$ cat config.mk
export PLATFORM = sky130hd
export DESIGN_NAME = frame_source_arbiter
export DESIGN_NICKNAME = d
export VERILOG_FILES = /design/src/rtl/frame_arb_pkg.sv /design/src/rtl/rr_priority_picker.sv /design/src/rtl/frame_source_arbiter.sv
export SDC_FILE = /design/constraint.sdc
export NUM_CORES = 1
export LEC_CHECK = 0
export CAP_MARGIN = 15
export CORE_AREA = 4 4 269 271
export DETAILED_ROUTE_END_ITERATION = 8
export DIE_AREA = 0 0 273 275
export GPL_ROUTABILITY_DRIVEN = 0
export PLACE_DENSITY = 0.41
export SLEW_MARGIN = 40
export SYNTH_ARGS = -nofsm -noshare
export SYNTH_HDL_FRONTEND = slang
export SYNTH_SLANG_ARGS = --single-unit
$ cat constraint.sdc
create_clock -name ACLK -period 2.5 [get_ports ACLK]
set_clock_uncertainty 0.1 [all_clocks]
set_input_delay 0.25 -clock ACLK [delete_from_list [all_inputs] [get_ports ACLK]]
set_output_delay 0.25 -clock ACLK [all_outputs]
set_load 0.01 [all_outputs]
$ cat src/rtl/frame_arb_pkg.sv
// Shared types and widths for the frame-former ingress arbiter.
package frame_arb_pkg;

    typedef enum logic [1:0] {
        ARB_IDLE  = 2'd0,
        ARB_GRANT = 2'd1,
        ARB_XFER  = 2'd2
    } arb_state_t;

    localparam int KEEP_WIDTH = 8;
    localparam int MAC_WIDTH  = 48;
    localparam int SIZE_WIDTH = 14;

endpackage

$ cat src/rtl/rr_priority_picker.sv
// Round-robin pick: rotate req so last+1 sits at bit 0, take the lowest set bit, rotate the index back.
module rr_priority_picker #(
    parameter int N_SRC = 4,
    localparam int IDX_W = $clog2(N_SRC)
) (
    input  logic [N_SRC-1:0] req,
    input  logic [IDX_W-1:0] last,
    output logic             any,
    output logic [IDX_W-1:0] idx
);

    localparam logic [IDX_W:0] N_W = (IDX_W + 1)'(N_SRC);

    logic [2*N_SRC-1:0] dbl;
    logic [2*N_SRC-1:0] shifted;
    logic [N_SRC-1:0]   rot;
    logic [IDX_W-1:0]   enc;
    logic [IDX_W:0]     sum;

    always_comb begin
        dbl     = {req, req};
        shifted = dbl >> ({1'b0, last} + 1'b1);
        rot     = shifted[N_SRC-1:0];
        any     = |req;
        enc     = '0;
        // Downward scan so the lowest rotated position wins.
        for (int i = N_SRC - 1; i >= 0; i--) begin
            if (rot[IDX_W'(i)]) begin
                enc = IDX_W'(i);
            end
        end
        sum = {1'b0, enc} + {1'b0, last} + 1'b1;
        if (sum >= N_W) begin
            sum = sum - N_W;
        end
        idx = sum[IDX_W-1:0];
    end

endmodule

$ cat src/rtl/frame_source_arbiter.sv
// Packet-atomic round-robin arbiter feeding the frame former's AXI-Stream input,
// latching the granted source's destination/size config one cycle before its first beat.
module frame_source_arbiter
    import frame_arb_pkg::*;
#(
    parameter int N_SRC      = 4,
    parameter int DATA_WIDTH = 64,
    localparam int IDX_W     = $clog2(N_SRC)
) (
    input  logic                         ACLK,
    input  logic                         ARESET,
    input  logic [N_SRC*DATA_WIDTH-1:0]  S_AXIS_tdata,
    input  logic [N_SRC*KEEP_WIDTH-1:0]  S_AXIS_tkeep,
    input  logic [N_SRC-1:0]             S_AXIS_tvalid,
    input  logic [N_SRC-1:0]             S_AXIS_tlast,
    output logic [N_SRC-1:0]             S_AXIS_tready,
    output logic [DATA_WIDTH-1:0]        M_AXIS_tdata,
    output logic [KEEP_WIDTH-1:0]        M_AXIS_tkeep,
    output logic                         M_AXIS_tvalid,
    output logic                         M_AXIS_tlast,
    input  logic                         M_AXIS_tready,
    input  logic [N_SRC-1:0]             Src_Enable,
    input  logic [N_SRC*MAC_WIDTH-1:0]   Cfg_Destination,
    input  logic [N_SRC*SIZE_WIDTH-1:0]  Cfg_Packet_Size,
    output logic [MAC_WIDTH-1:0]         Destination_Address,
    output logic [SIZE_WIDTH-1:0]        Packet_Size,
    output logic [IDX_W-1:0]             Grant_Index,
    output logic [1:0]                   Arb_State,
    output logic                         Busy
);

    // AXIS handshake: a beat transfers on a rising edge where tvalid and tready are both high.
    arb_state_t            state_q, state_d;
    logic [IDX_W-1:0]      grant_q;
    logic [IDX_W-1:0]      last_q;
    logic [MAC_WIDTH-1:0]  dest_q;
    logic [SIZE_WIDTH-1:0] size_q;
    logic                  pick_any;
    logic [IDX_W-1:0]      pick_idx;

    logic [DATA_WIDTH-1:0] src_data [N_SRC];
    logic [KEEP_WIDTH-1:0] src_keep [N_SRC];
    logic [MAC_WIDTH-1:0]  src_dest [N_SRC];
    logic [SIZE_WIDTH-1:0] src_size [N_SRC];

    for (genvar g = 0; g < N_SRC; g++) begin : g_slice
        assign src_data[g] = S_AXIS_tdata[g*DATA_WIDTH +: DATA_WIDTH];
        assign src_keep[g] = S_AXIS_tkeep[g*KEEP_WIDTH +: KEEP_WIDTH];
        assign src_dest[g] = Cfg_Destination[g*MAC_WIDTH +: MAC_WIDTH];
        assign src_size[g] = Cfg_Packet_Size[g*SIZE_WIDTH +: SIZE_WIDTH];
    end

    rr_priority_picker #(.N_SRC(N_SRC)) u_picker (
        .req  (S_AXIS_tvalid & Src_Enable),
        .last (last_q),
        .any  (pick_any),
        .idx  (pick_idx)
    );

    always_ff @(posedge ACLK) begin
        if (ARESET) begin
            state_q <= ARB_IDLE;
            grant_q <= '0;
            last_q  <= IDX_W'(N_SRC - 1);
            dest_q  <= '0;
            size_q  <= '0;
        end else begin
            state_q <= state_d;
            // Config is captured only at grant time so mid-packet edits cannot leak in.
            if (state_q == ARB_IDLE && pick_any) begin
                grant_q <= pick_idx;
                last_q  <= pick_idx;
                dest_q  <= src_dest[pick_idx];
                size_q  <= src_size[pick_idx];
            end
        end
    end

    always_comb begin
        state_d       = state_q;
        M_AXIS_tdata  = '0;
        M_AXIS_tkeep  = '0;
        M_AXIS_tvalid = 1'b0;
        M_AXIS_tlast  = 1'b0;
        S_AXIS_tready = '0;
        case (state_q)
            ARB_IDLE: begin
                if (pick_any) begin
                    state_d = ARB_GRANT;
                end
            end
            ARB_GRANT: begin
                state_d = ARB_XFER;
            end
            ARB_XFER: begin
                M_AXIS_tdata           = src_data[grant_q];
                M_AXIS_tkeep           = src_keep[grant_q];
                M_AXIS_tvalid          = S_AXIS_tvalid[grant_q];
                M_AXIS_tlast           = S_AXIS_tlast[grant_q];
                S_AXIS_tready[grant_q] = M_AXIS_tready;
                if (S_AXIS_tvalid[grant_q] && M_AXIS_tready && S_AXIS_tlast[grant_q]) begin
                    state_d = ARB_IDLE;
                end
            end
            default: begin
                state_d = ARB_IDLE;
            end
        endcase
    end

    assign Destination_Address = dest_q;
    assign Packet_Size         = size_q;
    assign Grant_Index         = grant_q;
    assign Arb_State           = state_q;
    assign Busy                = (state_q != ARB_IDLE);

endmodule
After elaboration in Yosys (flattened, before gate mapping)
Index checks and enable logic that the tools add are counted.
W data, S select, Z words.
{"block": "totals", "word_cells": 60, "inputBits": 551, "register_bits": 68}
{"block": "classes", "shift": 1, "order_cmp": 5, "addsub": 4, "n_reduce_logical": 8, "n_eq_ne": 4, "bitwise": 4, "mux": 29}
{"cell": "$mux W64", "n": 3}
{"cell": "$bmux W64 S2", "n": 1}
{"cell": "$bmux W48 S2", "n": 1}
{"cell": "$mux W48", "n": 2}
{"cell": "$bmux W14 S2", "n": 1}
{"cell": "$mux W14", "n": 2}
{"cell": "$mux W8", "n": 3}
{"cell": "$bmux W8 S2", "n": 1}
{"cell": "$mux W2", "n": 5}
{"cell": "$ge A3 B3 Y1 const B", "n": 3}
{"cell": "$and A4 B4 Y4", "n": 2}
{"cell": "$shr A8 B3 Y2", "n": 1}
{"cell": "$not A2 Y3", "n": 2}
{"cell": "$pmux W2 S3", "n": 1}
{"cell": "$mux W1", "n": 5}
{"cell": "$bmux W1 S2", "n": 2}
{"cell": "$logic_and A1 B1 Y1", "n": 4}
{"cell": "$mux W4", "n": 1}
{"cell": "$ne A2 B2 Y1 const B", "n": 2}
{"cell": "$reduce_or A4 Y1", "n": 1}
{"cell": "$add A2 B1 Y3 const B", "n": 1}
{"cell": "$add A2 B2 Y3", "n": 1}
{"cell": "$add A3 B1 Y3 const B", "n": 1}
{"cell": "$lt A2 B3 Y1 const B", "n": 1}
{"cell": "8 further kinds", "n": 8}

Depth between registers and ports, before layout
Gate-level depths: netlist (run 1).
{"block": "depth", "word_depth": 12, "depth_mapped": 9, "mapped_depth_nobuf": 8}

Modules after synthesis
Synthesis (run 1) repeated with hierarchy kept, for this count alone.
{"block": "unflattened", "hier_cells": 559, "area_unflattened_um2": 6234.7}
{"module": "frame_source_arbiter", "area_per_inst_um2": 6175.9, "cells_per_inst": 553, "seq_area_each_um2": 1361.3, "n_inst": 1}
{"module": "rr_priority_picker", "area_per_inst_um2": 58.8, "cells_per_inst": 6, "seq_area_each_um2": 0.0, "n_inst": 1}

Worst setup path before layout (run 1)
Ideal clock, no wire load.
{"block": "synth_timing", "path_kind": "reg2reg", "start": "register last_q[0]", "end": "register dest_q[10] (netlist: Destination_Address[10])", "arrival_ns": 2.169, "path_stages_with_launch": 9, "slack_ns": 0.114, "period_less_slack_ns": 2.386, "setup_ns": 0.117, "cell_sequence": "dfxtp_1 > nor2_1 > a311oi_1 > a21oi_1 > ha_1 > buf_2 > buf_2 > mux4_2 > a22o_1"}
{"block": "synth_between", "elab_chain_len": 11}
{"item": "start, declared", "line_no": "frame_source_arbiter.sv:35", "rtl": "logic [IDX_W-1:0] last_q;"}
{"item": "start signal, assigned", "line_no": "frame_source_arbiter.sv:64", "rtl": "last_q <= IDX_W'(N_SRC - 1);"}
{"item": "start signal, assigned", "line_no": "frame_source_arbiter.sv:72", "rtl": "last_q <= pick_idx;"}
{"item": "$add A2 B1 Y3", "line_no": "rr_priority_picker.sv:22", "rtl": "shifted = dbl >> ({1'b0, last} + 1'b1);"}
{"item": "$shr A8 B3 Y2", "line_no": "rr_priority_picker.sv:22"}
{"item": "$mux W2", "line_no": "rr_priority_picker.sv:28", "rtl": "if (rot[IDX_W'(i)]) begin"}
{"item": "$add A2 B2 Y3 (*)", "line_no": "rr_priority_picker.sv:32", "rtl": "sum = {1'b0, enc} + {1'b0, last} + 1'b1;"}
{"item": "$add A3 B1 Y3 (*)", "line_no": "rr_priority_picker.sv:32"}
{"item": "$ge A3 B3 Y1 or $sub A2 B1 Y2 (tied branches)", "line_no": "rr_priority_picker.sv:33, rr_priority_picker.sv:34"}
{"item": "$mux W2 (*)", "line_no": "rr_priority_picker.sv:33", "rtl": "if (sum >= N_W) begin"}
{"item": "$not A2 Y3 (implied by the code) (*)", "line_no": "frame_source_arbiter.sv:73", "rtl": "dest_q <= src_dest[pick_idx];"}
{"item": "$bmux W48 S2 (*)", "line_no": "frame_source_arbiter.sv:73"}
{"item": "$mux W48 (implied by the code) (*) (2 in series)", "line_no": "frame_source_arbiter.sv:73"}
{"item": "end signal, assigned", "line_no": "frame_source_arbiter.sv:73"}
{"item": "end, declared", "line_no": "frame_source_arbiter.sv:36", "rtl": "logic [MAC_WIDTH-1:0] dest_q;"}
Mark *: on every way between the ends. The rest lies on a longest branch, timed or not. The select of a mux whose other input is x is not followed.
A chain may end at the register's enable or synchronous reset.

Worst setup path after layout (run 1)
{"block": "layout_timing", "start": "register grant_q[0] (netlist: Grant_Index[0])", "end": "output port M_AXIS_tdata[4]"}
{"block": "layout_between", "elab_chain_len": 5}
{"item": "start, declared", "line_no": "frame_source_arbiter.sv:34", "rtl": "logic [IDX_W-1:0] grant_q;"}
{"item": "start signal, assigned", "line_no": "frame_source_arbiter.sv:71", "rtl": "grant_q <= pick_idx;"}
{"item": "$not A2 Y3 (implied by the code)", "line_no": "frame_source_arbiter.sv:96", "rtl": "M_AXIS_tdata = src_data[grant_q];"}
{"item": "$bmux W64 S2", "line_no": "frame_source_arbiter.sv:96"}
{"item": "$mux W64 (implied by the code) (2 in series)", "line_no": "frame_source_arbiter.sv:96"}
{"item": "$mux W64", "line_no": "frame_source_arbiter.sv:86", "rtl": "case (state_q)"}
{"item": "end, declared", "line_no": "frame_source_arbiter.sv:17", "rtl": "output logic [DATA_WIDTH-1:0] M_AXIS_tdata,"}
Every way passes these cells. The select of a mux whose other input is x is not followed.

==> results of run 1 <==
-- cell type report --
class | count | area, sq um | share of cell area (%)
Clock inverter | 7 | 83.8 | 0.555
Antenna cell | 6 | 15.0 | 0.0994
Inverter | 3 | 11.3 | 0.0745
Timing Repair Buffer | 769 | 7880 | 52.2
Tap cell | 940 | 1180 | 7.78
Clock buffer | 9 | 225 | 1.49
Multi-Input combinational cell | 307 | 4350 | 28.8
Sequential cell | 68 | 1370 | 9.06
-- worst max-delay path: cells and delay by family, from the launching register on --
| family | cells | cell delay [ns] |
|---|---|---|
| DFF | 1 | 0.37 |
| buffers and inverters | 4 | 0.67 |
| and+or+nand+nor | 1 | 0.17 |
| muxes | 1 | 0.47 |
-- path summary, 6_finish.rpt --
check	cells past startpoint	slack [ns]	end
max reg2reg	9	0.11	Destination_Address[41]$_SDFFE_PP0P_
min	1	0.38	Destination_Address[43]$_SDFFE_PP0P_
max	6	0.08	M_AXIS_tdata[4]
min reg2reg	1	0.38	Destination_Address[43]$_SDFFE_PP0P_
-- cell usage after synthesis, types with 2 or more instances --
cell        n  area, sq um
a22o_1     62          543
a31oi_1     2         12.5
and2_1     75          469
buf_2      28          140
buf_4       3         22.5
buf_6       8         90.1
clkbuf_1   13         48.8
dfxtp_1    68         1360
inv_1       3         11.3
mux4_2    136         3060
nand2_1     6         22.5
nor2_1      7         26.3
nor2b_1     2         12.5
nor3_1      3         15.0
-- cells by family (layout without fill, tap and decap cells) --
group / Yosys count / in the layout / share of synthesized area [%]
buffers and inverters: 56 / 788 / 5.29
DFF: 68 / 68 / 22.8
muxes: 137 / 137 / 51.4
other: 0 / 6 / 0
and+or+nand+nor: 99 / 99 / 9.85
xor gates and xnor gates: 1 / 1 / 0.272
adders and majority gates: 1 / 1 / 0.209
AOI/OAI and AO/OA: 69 / 69 / 10.2
-- power breakdown --
group	switching (uW)	total (uW)	internal [uW]
sequential	162	1500	1340
clock	648	1440	792
combinational	1880	5260	3380
total	2690	8200	5510
-- registers in the layout, indices dropped and copies added (netlist names) --
register,count
Grant_Index,2
last_q,2
Arb_State,2
Packet_Size,14
Destination_Address,48
-- per-layer routing --
layer  GRT usage (%)  routed length (um)
met4            2.98                 859
met1            12.3               17100
met5               0                  61
met3            4.74                4680
met2            20.0               22900
-- what timing repair did --
item,in CTS,in global routing
buffers inserted,9,14
pin swaps,0,1
gates cloned,4,2
resized for setup,96,55
endpoints found under the setup margin,78,84
-- stage by stage --
step	area [sq um]	setup TNS (ns)	setup WS (ns)	total power, uW	hold WS (ns)
after floorplan	5980	0	0.114	4010	0.405
after global placement	14300	-20.05	-0.353	6440	0.362
after detailed placement	14300	-17.63	-0.316	6450	0.366
after CTS	14800	-2.53	-0.144	8120	0.384
after global routing	15100	-0.0149	-0.00695	8680	0.390
final	15100	0	0.0825	8200	0.380
==> metrics, run 1 <==
port bufs=roughly 700; number of setup violations in the final report=0; outcome=finished clean; WL/cell=21.6 um; CTS H-tree depth=3; first-pass GRT wire length=60400 um; Die Y=around 280 um; commonest non-fill, non-tap cell in the layout=clkdlybuf4s50_1; Synth Register Bits=about 70; Crit. Startpoint=Grant_Index[0]$_SDFFE_PP0P_; Cell Pwr Density=roughly 540 nW/um^2; CTS buffer count=9; IO Pins=696; RSZ-0062 raised after global routing=true; Netlist cell types=29; Die ar.=around 75000 sq um; Vias=approximately 7200; NumNets Final=1710; Starting DRT DRC Count=~190; CTS sink cnt=68; # Max-Cap Violations=0; P_leak=approximately 0.0057 uW; Max stage delay on crit path=~0.47 ns; First-pass DRT Iterations=4; number of synthesized flops with an enable pin=0; FFs w/ async S/R, synth=0%; Horiz. Die Dim=roughly 270 um; Vias per Instance=3.43; Final Util=a little over a fifth; Hold Buf Count CTS=0; syn_nets=983; fmax=about 410 MHz; Worst EP required=approximately 2.2 ns; CP max FO=14; Final Max Tran Viols=0; ANT nets after route=0; Final Cycle Share=between 90% and 100%; synth warn=0; Main synth FF type=dfxtp_1; Clk pin slew, worst setup/hold paths=0.07 ns; CTS Root Cell=clkbuf_16; Synth Instances=~430; initial core utilization=roughly 8.6%; Layout area overhead=153%; number of global-route vias before repair=about 8000; GR Util All Layers=between 10% and 20%; row count=97; CP Class=reg -> out; slew margin rel.=75.6%; Synth Cell Area=between 5000 and 6000 sq um; # fillers=around 7500; CORE AREA=approximately 70000 sq um; Clock Latency Late Sink=0.36 ns; Worst Setup Start Kind=flip-flop; hpwl dp=38300 um; Final Instance Count excl. Fillers=roughly 2100; R2R Path Start=last_q[0]$_SDFFE_PP1P_; largest net degree at the start of global routing=63; CTS Buffer Depth=2; worst slew pin tran=between 0.3 and 0.4 ns; TritonCTS clock tree=built; maximum VDD drop=around 0.31 mV; CP Capture Type=output pin; Hold Crit Class=reg -> reg; most frequent cells in the layout=620 x clkdlybuf4s50_1, 136 x mux4_2, 74 x and2_1; dpl cells=approximately 2000; Slowest-stage cell, CP=mux4_2; GRT Residual Overflow=0; sequential share of the synthesized area=22.8%; share of layout cells above drive strength 1=21.8%; DRC=0; CP Data Arrival Time=about 2.1 ns; WL final=roughly 46000 um; Final Hold Fails=0; Final min period=between 2 and 2.5 ns; Avg Cell Area, Syn=13.9 sq um; antenna violations before repair=12; cell breakdown of the critical path=buf_12 > buf_16 > buf_4 > mux4_2 > and2_1 > clkdlybuf4s15_1; hold path startpoint=Destination_Address[43]$_SDFFE_PP0P_
No activity file was read; power rests on OpenSTA's default activity.
==> run 2, diff against run 1 <==
- clock period: 2.5 -> 2.1 ns (I/O delays scaled with it)
==> metrics, run 2 (synthesis gave the netlist of run 1 again) <==
GRT Residual Overflow=0; number of global-route vias before repair=~8500; worst slew pin tran=0.457 ns; Clk pin slew, worst setup/hold paths=approximately 0.060 ns; Horiz. Die Dim=approximately 270 um; TritonCTS clock tree=built; CP Data Arrival Time=between 2 and 2.5 ns; CTS buffer count=9; P_leak=0.00579 uW; Clock power frac=~15%; Worst Setup Start Kind=flip-flop; # fillers=~7500; Flop pwr share=18.0%; Final Util=between 20 and 25%; antenna violations before repair=25; Die Y=about 280 um; fmax=423 MHz; Final min period=between 2 and 2.5 ns; CP Class=reg -> out; Starting DRT DRC Count=331; net switching power figure=about 3300 uW; Vias per Instance=3.55; IO Pins=between 600 and 700; maximum VDD drop=~0.32 mV; Final Power=between 10000 and 15000 uW; DRC=0; Worst EP required=1.79 ns; final hold slack=0.379 ns; First-pass DRT Iterations=4; commonest non-fill, non-tap cell in the layout=clkdlybuf4s50_1; share of layout cells above drive strength 1=30.0%; Final Cycle Share=113%; Cell Pwr Density=around 660 nW/um^2; # Max-Cap Violations=0; WL/cell=between 20 and 25 um; failing checks=setup timing; final worst slack=-0.265 ns; NumNets Final=about 1700; Comb pwr share=about two thirds; row count=97; Layout area overhead=157%; DP Worst Slack=-0.747 ns; Final Max Tran Viols=0; outcome=finished, violations left; Vias=7602; GR Util All Layers=roughly an eighth; most frequent cells in the layout=616 x clkdlybuf4s50_1, 136 x mux4_2, 64 x dfxtp_1, 64 x buf_4, 62 x a22o_1; port bufs=between 600 and 700; Final TNS setup=-20.06 ns; number of setup violations in the final report=~140; ANT nets after route=0; WL final=between 50000 and 60000 um; Die ar.=around 75000 sq um; CP max FO=5; Clock Latency Late Sink=around 0.36 ns; CTS Root Cell=clkbuf_16; Net Sw Frac=about a third; first-pass GRT wire length=approximately 69000 um; CTS H-tree depth=3; CORE AREA=~70000 sq um; initial core utilization=under 10%; CP Capture Type=output pin; slew margin rel.=between 60% and 70%; RSZ-0062 raised after global routing=true; P_int=between 6000 and 7000 uW; Hold Crit Class=reg -> reg; CTS Buffer Depth=2; largest net degree at the start of global routing=39; number of flip-flops in the largest register=48; CTS sink cnt=68; Final Hold Fails=0; hpwl dp=44200 um
## run 2: area by class of cell
type	instances	area (sq um)	area share, %
multi-input combinational	307	4440	28.8
sequential	68	1370	8.92
inverter	3	11.3	0.0731
clock inverter	6	41.3	0.268
timing repair buffer	806	8130	52.8
antenna	4	10.0	0.0650
clock buffer	9	225	1.46
tap	940	1180	7.64
## run 2: repair_timing
action                     CTS  global route
buffers inserted            12            20
gates cloned                 6             3
pin swaps                   16             5
hold endpoints to repair     0             0
setup endpoints to repair  141           140
hold buffers                 0             0
resized for setup          128           159
## run 2: path summary, 6_finish.rpt
path | slack, ns | endpoint | cells after the start | start
setup / recovery | -0.27 | M_AXIS_tkeep[2] | 7 | Grant_Index[0]$_SDFFE_PP0P_
hold reg to reg | 0.38 | Destination_Address[12]$_SDFFE_PP0P_ | 1 | Destination_Address[12]$_SDFFE_PP0P_
hold / removal | 0.38 | Destination_Address[12]$_SDFFE_PP0P_ | 1 | Destination_Address[12]$_SDFFE_PP0P_
setup reg to reg | -0.18 | Destination_Address[2]$_SDFFE_PP0P_ | 8 | last_q[0]$_SDFFE_PP1P_
## run 2: power by group through the flow
stage / Clock [uW] / Combinational, uW / Sequential, uW
4_1_cts: 1570 / 6910 / 1820
5_1_grt: 1610 / 7250 / 1850
3_5_place_dp: 0 / 6070 / 1840
3_3_place_gp: 0 / 6040 / 1850
2_1_floorplan: 0 / 3120 / 1900
6_report: 1490 / 6790 / 1820
## run 2: routing by layer
layer	track usage (%)	vias up	wire length [um]
li1	-	3347	-
met1	13.6	3684	18900
met2	23.8	499	26800
met3	5.71	62	5870
met4	3.14	10	1280
met5	0	-	60
## run 2: critical path: stages (launching register included)
cell       delay (ns)
dfxtp_4          0.38
buf_12           0.12
clkbuf_16        0.15
buf_8            0.11
buf_12           0.11
mux4_2           0.53
and2_4           0.16
buf_6            0.11
## run 2: per-stage QoR
stage	instance area, sq um	cells
2_1_floorplan	6080	431
3_3_place_gp	14600	2089
3_5_place_dp	14600	2089
4_1_cts	15200	2122
5_1_grt	15400	2141
6_report	15400	2143
==> run 3, diff against run 2 <==
--- a/config.mk
+++ b/config.mk
@@ -8,4 +8,5 @@
 export CAP_MARGIN = 15
 export CORE_AREA = 4 4 269 271
+export CTS_CLUSTER_DIAMETER = 120
 export DETAILED_ROUTE_END_ITERATION = 8
 export DIE_AREA = 0 0 273 275
--- a/constraint.sdc
+++ b/constraint.sdc
@@ -3,3 +3,3 @@
 set_input_delay 0.21 -clock ACLK [delete_from_list [all_inputs] [get_ports ACLK]]
 set_output_delay 0.21 -clock ACLK [all_outputs]
-set_load 0.01 [all_outputs]
+set_load 0.005 [all_outputs]
==> metrics, run 3 (synthesis gave the netlist of run 1 again) <==
Final Util=23.0%; Comb pwr share=about 68%; row count=between 90 and 100; cell breakdown of the critical path=clkdlybuf4s50_1 > nand2_2 > nor2_2 > a311oi_2 > a21oi_2 > ha_4 > buf_12 > buf_12 > buf_16 > mux4_2 > a22o_1; port bufs=slightly below 700; maximum VDD drop=0.352 mV; Vias per Instance=3.56; dpl cells=2086; Worst Reg2Reg Path Length in Cells=9; Final min period=about 2.4 ns; CP Capture Type=flip-flop; worst slew pin tran=between 0.4 and 0.5 ns; CORE AREA=roughly 70000 sq um; Slowest-stage cell, CP=mux4_2; Starting DRT DRC Count=275; Clock Latency Late Sink=0.35 ns; Horiz. Die Dim=273 um; P_int=a little over 7000 uW; Clock power frac=between 10% and 20%; most frequent cells in the layout=616 x clkdlybuf4s50_1, 136 x mux4_2, 102 x buf_6; largest net degree at the start of global routing=39; Final Instance Count excl. Fillers=2170; ANT nets after route=0; most used cell, CP=buf_12; commonest non-fill, non-tap cell in the layout=clkdlybuf4s50_1; Final Cycle Share=113%; Final Max Tran Viols=0; First-pass DRT Iterations=4; DP Worst Slack=-0.792 ns; number of global-route vias before repair=between 8000 and 9000; r2r setup slk=-0.27 ns; slew margin rel.=between 60 and 70%; TritonCTS clock tree=built; failing checks=setup timing; Vias=7717; antenna violations before repair=31; CTS buffer count=9; worst path buffer plus inverter count=4; IO Pins=696; initial core utilization=around 8.6%; Max stage delay on crit path=0.50 ns; Flop pwr share=17.3%; R2R Path Start=last_q[0]$_SDFFE_PP1P_; Cell Pwr Density=about 660 nW/um^2; number of flip-flops in the largest register=between 40 and 50; # Max-Cap Violations=0; CTS sink cnt=68; Worst Setup Start Kind=input pin; number of setup violations in the final report=130; WL final=between 50000 and 60000 um; CTS Buffer Depth=2; Clk pin slew, worst setup/hold paths=0.06 ns; GR Util All Layers=a little over an eighth; net switching power figure=3300 uW; Worst EP required=between 2 and 2.5 ns; Die ar.=between 70000 and 80000 sq um; cell family with most CP delay=buffers and inverters; CTS Root Cell=clkbuf_16; CP Class=in -> reg; final worst slack=-0.277 ns; CP Data Arrival Time=between 2 and 3 ns; Die Y=~280 um; first-pass GRT wire length=roughly 70000 um; r2r endpoint=Packet_Size[5]$_SDFFE_PP0P_; P_leak=just under 0.006 uW; WHS Endpoint=Destination_Address[47]$_SDFFE_PP0P_; hold path cells=1; Layout area overhead=169%; WL/cell=~25 um; GRT Residual Overflow=0; CP max FO=7; Net Sw Frac=31.2%; fmax=roughly 420 MHz; Hold Crit Class=reg -> reg; Hold Buf Count CTS=0; share of layout cells above drive strength 1=a little over a third; NumNets Final=1770; DRC=0; outcome=finished, violations left; Final Hold Fails=0; hold path startpoint=Destination_Address[47]$_SDFFE_PP0P_; hpwl dp=approximately 44000 um; RSZ-0062 raised after global routing=true; CTS H-tree depth=3
## run 3: changes by cell type in the layout (fill, tap and decap cells not counted), moves of 6 or more
cell            before  now
clkbuf_2            35    0
and2_1              50    9
dlygate4sd2_1       10    4
and2_4              25   66
buf_6               29  102
dlymetal6s2s_1      13    0
buf_4               64   54
## run 3: per-stage QoR
stage          TNS, ns  area (sq um)  hold WS [ns]  power, uW
2_1_floorplan    -2.25          6080         0.364       4860
3_3_place_gp    -52.82         14600         0.360       7690
3_5_place_dp    -52.03         14600         0.366       7720
4_1_cts         -30.60         15800         0.383      10500
5_1_grt         -30.53         16100         0.399      11200
6_report        -21.03         16100         0.378      10600
## run 3: power by group through the flow
stage,registers [uW],logic (uW),clock network (uW)
after floorplan,1790,3070,0
after global placement,1860,5840,0
after detailed placement,1850,5870,0
after CTS,1830,7020,1600
after global routing,1860,7710,1630
final,1830,7220,1520
## run 3: worst register-to-register path, cell delays in order (launching register included)
cell and delay, ns:
dfxtp_4 0.37, nor2_2 0.05, a311oi_2 0.24, a21oi_2 0.08, ha_4 0.30, buf_12 0.13, buf_12 0.13, buf_16 0.15
mux4_2 0.51, a22o_1 0.20
## run 3: what timing repair did
action                                 in CTS  in global routing
pin swaps                                  47                  5
buffers inserted                           51                 14
endpoints found under the hold margin       0                  0
resized for setup                         460                 79
cloned                                      7                  3
setup endpoints to repair                 141                137
## run 3: area by class of cell
cell class / count / area, sq um
clock inverter: 4 / 26.3
fill: 7464 / 53700
timing repair buffer: 829 / 8690
inverter: 3 / 11.3
sequential: 68 / 1380
multi-input combinational: 307 / 4540
antenna: 8 / 20.0
tap: 940 / 1180
clock buffer: 11 / 243
## run 3: worst max-delay path by stage
stage | endpoint | cells past startpoint | startpoint | slack, ns
finish | Packet_Size[5]$_SDFFE_PP0P_ | 11 | S_AXIS_tvalid[1] | -0.28
floorplan | Destination_Address[0]$_SDFFE_PP0P_ | 8 | last_q[0]$_SDFFE_PP1P_ | -0.05
global placement | Destination_Address[4]$_SDFFE_PP0P_ | 9 | S_AXIS_tvalid[1] | -0.79
global route | Packet_Size[5]$_SDFFE_PP0P_ | 9 | last_q[0]$_SDFFE_PP1P_ | -0.35
CTS | M_AXIS_tdata[55] | 7 | Grant_Index[0]$_SDFFE_PP0P_ | -0.33
detailed placement | Destination_Address[4]$_SDFFE_PP0P_ | 10 | S_AXIS_tvalid[1] | -0.79
## run 3: routing by layer
layer / global-route usage [%] / up-vias / share of wire [%]
li1: - / 3394 / -
met1: 14.2 / 3727 / 36
met2: 23.7 / 520 / 51
met3: 5.60 / 64 / 11
met4: 3.92 / 12 / 1.7
met5: 0 / - / 0.15
